`src/rtl/add_arbiter.sv`:
```
// add_arbiter: round-robin arbiter sharing one external 32-bit adder between two requesters
module add_arbiter #(
  parameter logic INIT_PRIO = 1'b0
) (
  input  logic        clk,
  input  logic        rst,
  input  logic        req0,
  input  logic        req1,
  input  logic [31:0] a0,
  input  logic [31:0] b0,
  input  logic [31:0] a1,
  input  logic [31:0] b1,
  output logic        gnt0,
  output logic        gnt1,
  output logic [31:0] add_a,
  output logic [31:0] add_b,
  input  logic [31:0] add_sum,
  input  logic        add_n,
  input  logic        add_z,
  input  logic        add_c,
  input  logic        add_v,
  output logic [31:0] result,
  output logic [3:0]  flags,
  output logic        done,
  output logic        done_id,
  output logic        busy
);
  typedef enum logic [1:0] {IDLE = 2'd0, EXEC = 2'd1, DONE = 2'd2} state_t;
  state_t state, state_nx;
  logic prio, owner, grant, win;
  logic [31:0] op_a, op_b;
  always_comb begin
    grant = (state == IDLE) && (req0 || req1);
    win = (req0 && req1) ? prio : req1;
    state_nx = (state == IDLE) ? (grant ? EXEC : IDLE) : (state == EXEC) ? DONE : IDLE;
  end
  always_ff @(posedge clk) begin
    if (rst) begin
      state <= IDLE;
      prio <= INIT_PRIO;
      owner <= 1'b0;
      op_a <= '0;
      op_b <= '0;
      result <= '0;
      flags <= '0;
      gnt0 <= 1'b0;
      gnt1 <= 1'b0;
      done <= 1'b0;
      done_id <= 1'b0;
    end else begin
      state <= state_nx;
      gnt0 <= grant && !win;
      gnt1 <= grant && win;
      done <= state == EXEC;
      if (grant) begin
        op_a <= win ? a1 : a0;
        op_b <= win ? b1 : b0;
        owner <= win;
      end
      if (state == EXEC) begin
        result <= add_sum;
        flags <= {add_n, add_z, add_c, add_v};
        done_id <= owner;
      end
      if (state == DONE) prio <= ~owner;
    end
  end
  assign add_a = op_a;
  assign add_b = op_b;
  assign busy = state != IDLE;
endmodule

```
`config.mk`:
```
export PLATFORM = sky130hd
export DESIGN_NAME = add_arbiter
export DESIGN_NICKNAME = d
export VERILOG_FILES = /design/src/rtl/add_arbiter.sv
export SDC_FILE = /design/constraint.sdc
export NUM_CORES = 1
export LEC_CHECK = 0
export CAP_MARGIN = 0
export CORE_MARGIN = 2
export CORE_UTILIZATION = 36
export DETAILED_ROUTE_END_ITERATION = 6
export HOLD_SLACK_MARGIN = 0.1
export PLACE_DENSITY = 0.82
export SLEW_MARGIN = 20
export SYNTH_ARGS = -nofsm -noshare
export SYNTH_HDL_FRONTEND = slang
export SYNTH_SLANG_ARGS = --single-unit
```
`constraint.sdc`:
```
create_clock -name clk -period 1.7 [get_ports clk]
set_input_delay 0.34 -clock clk [delete_from_list [all_inputs] [get_ports clk]]
set_output_delay 0.34 -clock clk [all_outputs]
set_load 0.01 [all_outputs]
```
==> reports/qor.yml <==
power:
  pwr-share-comb_pct: 23.1
  swShare_pct: 26.00
  leakagePower_nw: 2.763
  power.share.sequential_pct: 42.6
  vdd.ir_drop.worst_mv: 1.013
  power_density_nw_per_um2: 912.0
  net-switching-power_mw: 1.752
  internal-power_mw: 4.986
  report.power.total_mw: 6.739
  pwr-share-clk_pct: 34.3
clock_network:
  post-cts-setup-buffer-count: 0
  numCtsBuffers: 9
  worstSkewPairLatency_ns: 0.35
  tritoncts: "done"
  clock_path_buffers: 2
  clock_edge_transition_at_the_registers_on_the_reported_setup_and_hold_paths_ns: 0.08
  htreeDepth: 3
  root_buffer: "sky130_fd_sc_hd__clkbuf_16"
  tritoncts_num_sinks: 108
  cts_hold_buffers: 0
finish:
  drive_gt1_share_pct: 5.450
  filler_cell_count: 881
  layout.core_utilization_pct: 64.98
  final_area_um2: 7388
  layout.cells.non_filler: 877
  net_count_reported_at_finish: 897
  area.growth.synth_to_final_pct: 76.43
  antenna_cells: 0
run:
  drv_cap: 0
routing:
  vias: 4679
  viasPerCell: 5.335
  first_pass_iters: 5
  drc_errors: 0
  route.final.wire_length_um: 14770
  detailedRoute.firstIterationViolations: 482
  wire_per_inst_um: 16.84
  drtAntennaViolNets: 0
worst_setup_path:
  cpLargestDelayFamily: "buffers and inverters"
  critical_path.max_stage_delay_ns: 0.45
  worst_ep_required_time_ns: 1.99
  worst_path_arrival_time_ns: 1.95
  startpoint_class_of_the_critical_path: "input port"
  path_cells: "clkdlybuf4s50_1, or3_4, a211oi_4, buf_12, a221o_1"
  critPathCaptureType: "register"
  timing.critical_path.fanout_max: 65
  slowest_stage: "sky130_fd_sc_hd__clkdlybuf4s50_1"
  timing.critical_path.buf_inv: 2
  timing.setup.critical_path_class: "input port to register"
timing:
  setup_violations: 0
  rsz0062_at_grt: "false"
  final.setup_skew_ns: 0.008487
  achievable-frequency_ghz: 0.6033
  slew_headroom_pct: 71.84
  fin_crit_ns: 1.657
  count_of_endpoints_failing_hold_in_the_final_timing_report: 0
  final_min_period_over_clock_period_pct: 97.50
  final_max_slew_viol_count: 0
  totalNegativeSetupSlack_ns: 0
  timing_worst_slew_pin_value_ns: 0.4224
die:
  die_width_um: 111.9
  design.portCount: 273
  rows: 39
  floorplan.initialDensity_pct: 36.83
  core_um2: 11370
  overall_die_area_um2: 12510
  die-height_um: 111.9
global_routing:
  global_route.usage.total_pct: 23.14
  grt_max_degree: 66
  grt_antenna_before_repair: 0
  grt-busiest-layer: "met2"
  gr-usage-met3_pct: 10.56
  globalRouteMet2Util_pct: 38.46
  number_of_global_route_vias_before_repair: 4622
  grt_pass1_wl_um: 23370
  grtUsageMet1_pct: 26.18
  global_route.overflow_total: 0
synthesis:
  netlist_top_cells_area: "sky130_fd_sc_hd__dfxtp_1 52%, sky130_fd_sc_hd__a221o_1 15%, sky130_fd_sc_hd__nand2_1 12%"
  mappedNetlistNets: 647
  postSynthRegisterBits: 108
  fraction_of_the_yosys_area_taken_by_sequential_cells_pct: 51.63
  synth.top_cell.area_share_pct: 51.63
  synth.yosys.warnings: 0
  yosys_cell_types: 21
  syn-mean-instance-area_um2: 8.743
  yosys.area.top_type: "sky130_fd_sc_hd__dfxtp_1"
  netlist_area_um2: 4188
  synthesis.instances: 479
place:
  detailed_place_hpwl_um: 10440
  io_buffers: 272
  dpl-instance-area_um2: 7059
  dp_cells: 861
  routability_cong: 0.8566
worst_hold_path:
  worst_min_delay_path_class: "register to register"
status:
  run_status: "finished, final reports clean"
-- tightest hold or removal path: cells and delay by family (launching register included) --
| kind | cells | cell delay [ns] |
|---|---|---|
| flip-flops | 1 | 0.31 |
| AO/OA/AOI/OAI | 1 | 0.05 |
| AND/OR/NAND/NOR | 1 | 0.05 |
-- cell type report --
class	count	area [µm²]	share of cell area [%]
inverter	3	11.26	0.1524
clock inverter	7	103.9	1.406
sequential	108	2163	29.28
tap	143	178.9	2.422
timing repair buffer	287	2904	39.31
clock buffer	9	225.2	3.048
multi-input combinational	320	1802	24.39
-- timing repair --
action / 4_1_cts / 5_1_grt
endpoints found under the setup margin: 1 / 0
endpoints found under the hold margin: 0 / 0
gates resized for setup: 2 / 0
-- stage by stage --
stage               hold slack, ns  setup slack, ns
global route                0.4778         0.003334
global placement            0.4415          -0.2533
CTS                         0.4605          0.04709
floorplan                   0.4411           0.2115
detailed placement          0.4484          -0.2989
finish                      0.4576          0.04250
-- layer usage --
metal  up-vias  routed length (µm)
met5         -                   0
met4         0                 357
met3        28                1692
met2       278                7179
met1      2163                5544
li1       2210                   -
-- placed cells by master, fill, tap and decap left out --
cell type,netlist,routed
sky130_fd_sc_hd__nor2b_4,0,1
sky130_fd_sc_hd__a21oi_1,39,38
sky130_fd_sc_hd__buf_12,0,6
sky130_fd_sc_hd__a21o_1,1,1
sky130_fd_sc_hd__inv_6,0,4
sky130_fd_sc_hd__or3_4,1,1
sky130_fd_sc_hd__dfxtp_1,108,107
sky130_fd_sc_hd__or2_2,1,1
sky130_fd_sc_hd__clkdlybuf4s50_1,0,270
sky130_fd_sc_hd__nor2b_2,0,1
sky130_fd_sc_hd__dlygate4sd2_1,0,1
sky130_fd_sc_hd__a221o_1,64,64
sky130_fd_sc_hd__clkinv_4,0,1
sky130_fd_sc_hd__nor3_1,64,64
sky130_fd_sc_hd__a211oi_4,0,1
sky130_fd_sc_hd__inv_1,3,3
sky130_fd_sc_hd__bufinv_16,0,2
sky130_fd_sc_hd__or3_1,1,1
sky130_fd_sc_hd__a21oi_4,0,1
sky130_fd_sc_hd__nor2_1,4,4
sky130_fd_sc_hd__nor3b_2,1,1
sky130_fd_sc_hd__clkbuf_16,0,9
sky130_fd_sc_hd__buf_2,16,1
sky130_fd_sc_hd__buf_4,1,9
sky130_fd_sc_hd__dfxtp_2,0,1
sky130_fd_sc_hd__o21ai_0,1,1
sky130_fd_sc_hd__nand2_1,139,139
sky130_fd_sc_hd__nand2b_1,1,1
-- registers in the layout, indices dropped and copies added, names as in the netlist --
name     count
gnt1         1
add_b       32
add_a       32
gnt0         1
state        2
result      32
owner        1
prio         1
done         1
flags        4
done_id      1
-- cells in the mapped netlist, drive strengths merged --
cell type	count
dfxtp	108
inv	3
o21ai	1
nor3b	1
nand2b	1
a221o	64
nor2b	2
a21oi	39
buf	23
nor2	4
nand2	139
a21o	1
nor3	64
or3	2
or2	1
clkbuf	25
a211oi	1
-- power groups by stage --
stage / clock [mW] / sequential, mW / combinational, mW
2_1_floorplan: 0 / 3.01 / 0.493
4_1_cts: 2.36 / 2.87 / 1.56
5_1_grt: 2.46 / 2.90 / 1.66
3_5_place_dp: 0 / 2.92 / 1.56
3_3_place_gp: 0 / 2.92 / 1.53
6_report: 2.31 / 2.87 / 1.55
-- logic make-up (layout without fill, tap and decap cells) --
group                  count (synthesis)  count (layout)  share of synthesized area [%]
buffers and inverters                 51             306                          6.035
AO/OA/AOI/OAI                        106             106                          20.56
flip-flops                           108             108                          51.63
AND/OR/NAND/NOR                      214             214                          21.78
-- path summary, 6_finish.rpt --
path,start,to,slack [ns],cells past startpoint
min,result[26]$_SDFFE_PP0P_,result[26]$_SDFFE_PP0P_,0.46,2
min reg2reg,result[26]$_SDFFE_PP0P_,result[26]$_SDFFE_PP0P_,0.46,2
max,rst,add_a[25]$_SDFFE_PP0P_,0.04,5
max reg2reg,state[1]$_SDFF_PP0_,add_a[25]$_SDFFE_PP0P_,0.10,4
(Power assumes the default switching activity.)
